[src/rtl/t06_wall_spawn_ctrl.sv]
// ---------------------------------------------------------------------------
// t06_wall_spawn_ctrl
//   Wall-mode obstacle sequencer. Counts apples, arms a spawn every
//   APPLES_PER_WALL apples, waits SPAWN_DELAY cycles, then pulls candidate
//   cells from the random source and screens each one against the board
//   bounds, the snake head and the external body/wall checker. The first
//   legal cell is pushed into a shift-register wall list (entry 0 = newest).
//
// Ports
//   system_clk, reset          clock, synchronous active-high reset
//   enable_in                  wall mode; low clears the list and idles the FSM
//   good_collision             one-cycle pulse per apple eaten
//   snake_head_x/y             current head cell
//   XMAX/XMIN/YMAX/YMIN        exclusive board bounds (unsigned 4-bit)
//   cand_req/cand_valid/cand_xy  candidate handshake with the random source
//   chk_xy/chk_hit             cell under test and its body-or-wall hit
//   walls, wall_count          wall list ({y,x} per byte, 8'h00 = empty)
//   busy                       FSM not idle
//   place_done                 pulse while committing a wall
//   place_fail                 pulse the cycle after the last try was rejected
// ---------------------------------------------------------------------------
module t06_wall_spawn_ctrl #(
  parameter int MAX_WALLS       = 25,
  parameter int APPLES_PER_WALL = 2,
  parameter int SPAWN_DELAY     = 30,
  parameter int MAX_TRIES       = 15
) (
  input  logic                   system_clk,
  input  logic                   reset,
  input  logic                   enable_in,
  input  logic                   good_collision,
  input  logic [3:0]             snake_head_x,
  input  logic [3:0]             snake_head_y,
  input  logic [3:0]             XMAX,
  input  logic [3:0]             XMIN,
  input  logic [3:0]             YMAX,
  input  logic [3:0]             YMIN,
  output logic                   cand_req,
  input  logic                   cand_valid,
  input  logic [7:0]             cand_xy,
  output logic [7:0]             chk_xy,
  input  logic                   chk_hit,
  output logic [MAX_WALLS*8-1:0] walls,
  output logic [4:0]             wall_count,
  output logic                   busy,
  output logic                   place_done,
  output logic                   place_fail
);

  localparam int AW = (APPLES_PER_WALL > 1) ? $clog2(APPLES_PER_WALL) : 1;
  localparam int DW = $clog2(SPAWN_DELAY + 1);

  typedef enum logic [2:0] {
    S_IDLE,
    S_WAIT,
    S_REQ,
    S_CHECK,
    S_COMMIT
  } state_t;

  state_t                 r_state;
  state_t                 w_next;
  logic [AW-1:0]          r_apple;
  logic                   r_pending;
  logic [DW-1:0]          r_delay;
  logic [3:0]             r_tries;
  logic [7:0]             r_chk;
  logic [MAX_WALLS*8-1:0] r_walls;
  logic [4:0]             r_count;
  logic                   r_fail;

  logic       w_arm;
  logic       w_take;
  logic       w_full;
  logic       w_illegal;
  logic       w_out_of_tries;
  logic [3:0] w_cx;
  logic [3:0] w_cy;

  // An apple that completes the set arms a spawn in the same cycle, so an
  // idle FSM leaves IDLE right on the edge that sees the last apple instead
  // of first round-tripping through the pending flag.
  assign w_arm  = good_collision && (r_apple == AW'(APPLES_PER_WALL - 1));
  assign w_take = (r_state == S_IDLE) && (r_pending || w_arm);
  assign w_full = (r_count == 5'(MAX_WALLS));

  assign w_cx = r_chk[3:0];
  assign w_cy = r_chk[7:4];

  // Bounds are exclusive on both sides; chk_hit is only meaningful here in
  // CHECK because chk_xy is stable for that whole cycle.
  assign w_illegal = (w_cx <= XMIN) || (w_cx >= XMAX) ||
                     (w_cy <= YMIN) || (w_cy >= YMAX) ||
                     (r_chk == {snake_head_y, snake_head_x}) ||
                     chk_hit;

  assign w_out_of_tries = (r_tries >= 4'(MAX_TRIES));

  // Next-state logic
  always_comb begin
    w_next = r_state;
    case (r_state)
      S_IDLE:   if (w_take && !w_full) w_next = S_WAIT;
      S_WAIT:   if (r_delay == DW'(1)) w_next = S_REQ;
      S_REQ:    if (cand_valid) w_next = S_CHECK;
      S_CHECK: begin
        if (!w_illegal)          w_next = S_COMMIT;
        else if (w_out_of_tries) w_next = S_IDLE;
        else                     w_next = S_REQ;
      end
      S_COMMIT: w_next = S_IDLE;
      default:  w_next = S_IDLE;
    endcase
  end

  // State register and datapath. Dropping enable_in has the same effect as
  // reset, so both share one clearing branch (reset still dominates since
  // nothing else can override it).
  always_ff @(posedge system_clk) begin
    if (reset || !enable_in) begin
      r_state   <= S_IDLE;
      r_apple   <= '0;
      r_pending <= 1'b0;
      r_delay   <= '0;
      r_tries   <= '0;
      r_chk     <= '0;
      r_walls   <= '0;
      r_count   <= '0;
      r_fail    <= 1'b0;
    end else begin
      r_state <= w_next;
      r_fail  <= 1'b0;

      if (good_collision)
        r_apple <= w_arm ? '0 : r_apple + 1'b1;

      // Pending saturates at one; it is consumed by IDLE whether or not the
      // list has room (a full list silently drops the spawn).
      if (w_take)     r_pending <= 1'b0;
      else if (w_arm) r_pending <= 1'b1;

      case (r_state)
        S_IDLE: begin
          if (w_take && !w_full) begin
            r_delay <= DW'(SPAWN_DELAY);
            r_tries <= '0;
          end
        end
        S_WAIT: r_delay <= r_delay - 1'b1;
        S_REQ: begin
          if (cand_valid) begin
            r_chk   <= cand_xy;
            r_tries <= r_tries + 1'b1;
          end
        end
        S_CHECK: begin
          if (w_illegal && w_out_of_tries) r_fail <= 1'b1;
        end
        S_COMMIT: begin
          r_walls <= {r_walls[(MAX_WALLS-1)*8-1:0], r_chk};
          if (!w_full) r_count <= r_count + 1'b1;
          r_tries <= '0;
        end
        default: ;
      endcase
    end
  end

  assign cand_req   = (r_state == S_REQ);
  assign busy       = (r_state != S_IDLE);
  assign place_done = (r_state == S_COMMIT);
  assign place_fail = r_fail;
  assign chk_xy     = r_chk;
  assign walls      = r_walls;
  assign wall_count = r_count;

endmodule

[config.mk]
export PLATFORM = sky130hd
export DESIGN_NAME = t06_wall_spawn_ctrl
export DESIGN_NICKNAME = d
export VERILOG_FILES = /design/src/rtl/t06_wall_spawn_ctrl.sv
export SDC_FILE = /design/constraint.sdc
export NUM_CORES = 1
export LEC_CHECK = 0
export ABC_AREA = 1
export CORE_MARGIN = 3
export CORE_UTILIZATION = 51
export CTS_CLUSTER_SIZE = 16
export DETAILED_ROUTE_END_ITERATION = 10
export GPL_TIMING_DRIVEN = 0
export PLACE_DENSITY = 0.85
export SETUP_SLACK_MARGIN = 0.1
export SLEW_MARGIN = 20
export SYNTH_ARGS = -nofsm -noshare
export SYNTH_HDL_FRONTEND = slang
export SYNTH_SLANG_ARGS = --single-unit
[constraint.sdc]
create_clock -name system_clk -period 2.2 [get_ports system_clk]
set_input_delay 0.33 -clock system_clk [delete_from_list [all_inputs] [get_ports system_clk]]
set_output_delay 0.33 -clock system_clk [all_outputs]
set_load 0.02 [all_outputs]
==> flow_summary.toml <==
[outcome]
status = "finished, final reports clean"

[timing]
fin_skew_ns = 0.00654
drv_slew = 0
finalHoldViolations = 0
period_share_pct = 90.1
min_period_ns = 1.98
rsz0062_at_grt = "false"
setup_tns_ns = 0
slew_headroom_pct = 63.0
finalSetupViolCount = 0
fmax_mhz = 504
worstMarginPinSlew_ns = 0.555

[die]
core_area_um2 = 16600
start_util_pct = 52.5
chipHeight_um = 137
die_area_um2 = 18700
chipWidth_um = 137
io_pins = 255
num_rows = 47

[synth]
syn_avg_cell_area_um2 = 7.77
synth_seq_cells = 228
netlist.area_leader.share_pct = 52.3
synth-seq-area-share_pct = 52.3
synth_flop_cell = "dfxtp_1"
yosysWarnings = 0
synth_area_leaders = "dfxtp_1 (52%), nor2_1 (17%), o21ai_0 (12%), ha_1 (3.0%), inv_1 (2.6%)"
synth_nets = 1183
yosysTopAreaCell = "dfxtp_1"
synth_area_um2 = 8730
synth.distinct_cells = 33
synth.most_common_cell = "nor2_1"
postSynthCellCount = 1124
ys_top_cells_by_count = "nor2_1 (395), dfxtp_1 (228), o21ai_0 (217)"
synth_edf_count = 0
async_flop_share_pct = 0

[critical_path]
r2r_slack_ns = 0.47
cp-start-kind = "flop"
crit_slowest_cell = "dfxtp_2"
end_kind = "primary output"
arrival_ns = 1.65
cpPeakStageDelay_ns = 0.38
critical_path_required_ns = 1.87
crit_fanout = 19
crit_chain = "nor2_4, nand2_4, inv_2, buf_8, clkdlybuf4s15_2"
worstSetupPathType = "reg -> out"

[drt]
drc = 0
drt_iter0_drc = 417
drtAntennaViolNets = 0
dr_total_vias = 8357
wl_um = 25600
viasPerCell = 5.10
drt_pre_antenna_iters = 5
wl_per_cell_um = 15.7

[clocking]
clk_latency_ns = 0.49
cts_tree = "yes"
clock_path_buffers = 3
cts_buffers = 23
path_clk_slew_ns = 0.06
root_buffer = "clkbuf_16"
cts_max_level = 1
cts_num_sinks = 228

[global_route]
grtUsageMet3_pct = 7.57
grt_pass1_vias = 8056
grt_use_met2_pct = 46.9
top_usage_layer = "met2"
overflow = 0
grt_pass1_wl_um = 40000
gr-usage-met1_pct = 31.0
grt_usage_pct = 26.4
grt_max_degree = 20
antenna_found_initial = 0

[placed_design]
port-buffer-count = 254
place_hpwl_um = 18800
gp_congestion = 0.871

[power]
peakVddDrop_uv = 573
power_density_nw_per_um2 = 686
cellLeakagePower_nw = 4.52

[job]
cap_violations = 0

[worst_hold_path]
hold_path.class = "reg -> reg"

[cells_and_area]
syn_to_final_growth_pct = 41.3
layout.nets = 1461
final_util_pct = 74.1
insertedDiodeCount = 0
layout-drive-gt1-share_pct = 6.49
==> worst paths after layout <==
kind                   start    endpoint  depth (start not counted)
setup / recovery  r_state[1]  place_done                          5
hold / removal       r_apple     r_apple                          1
setup reg to reg   chk_xy[4]  r_state[1]                         12
hold reg to reg      r_apple     r_apple                          1
==> repair_timing <==
action / 4_1_cts / 5_1_grt
pin swaps: 1 / 0
gates resized for setup: 9 / 4
hold buffers: 0 / 0
setup buffers: 0 / 0
setup endpoints to repair: 3 / 2
==> metrics by stage <==
stage,setup slack [ns],instance area [um2],power (W),hold slack [ns],std cells
after global placement,-0.0953,11500,0.00455,0.440,1598
after floorplan,0.599,8730,0.00443,0.423,1124
after detailed placement,-0.121,11500,0.00456,0.450,1598
final,0.218,12300,0.00846,0.467,1638
after CTS,0.112,12300,0.00851,0.454,1638
after global routing,0.124,12300,0.00870,0.480,1638
==> power breakdown <==
part	switching (W)	total, W	leakage, nW	internal, W
registers	0.00000775	0.00414	1.84	0.00413
logic	0.000188	0.000334	2.30	0.000145
clock network	0.00155	0.00399	0.387	0.00244
total	0.00174	0.00846	4.52	0.00672
==> placed cells by master (no fill, tap or decap), types with 5 or more instances in the layout <==
cell	n
clkdlybuf4s50_1	251
nor2_1	395
nand3_1	10
clkbuf_1	35
dfxtp_1	226
clkbuf_16	23
clkbuf_8	5
xnor2_1	8
buf_6	12
ha_1	21
o21ai_0	217
nand2_1	47
a21oi_1	30
buf_2	20
clkinv_2	5
inv_2	5
inv_1	61
==> cell type report <==
class	count	area [um2]
sequential	228	4570
clock inverter	8	115
buffer	68	389
multi-input combinational	761	3540
timing repair buffer	254	2540
tap	220	275
clock buffer	33	663
inverter	66	248
fill	1249	4310
==> state kept, by name, indices dropped and copies added, names as in the netlist <==
name,count
chk_xy,8
walls,200
r_delay,5
place_fail,1
wall_count,5
r_state,3
r_tries,4
r_pending,1
r_apple,1
==> metal layers <==
layer / routed length [um] / share of wire [%]
met2: 12500 / 49
met1: 10200 / 40
met3: 2210 / 8.6
met5: 0 / 0
met4: 645 / 2.5
==> kinds of logic (layout without fill, tap and decap cells) <==
group                    after synthesis  count (layout)  share of synthesized area [%]
buffers and inverters                135             429                           7.27
AO/OA/AOI/OAI                        259             259                           15.1
adder cells (fa/ha/maj)               21              21                           3.01
AND/OR/NAND/NOR                      473             473                           21.6
flip-flops                           228             228                           52.3
XOR/XNOR                               8               8                          0.803
==> worst max-delay path: cells and delay by family, from the launching register on <==
kind | cells | cell delay (ns)
simple gates | 2 | 0.23
flops | 1 | 0.38
buf+inv | 3 | 0.54
(Power assumes the default switching activity.)
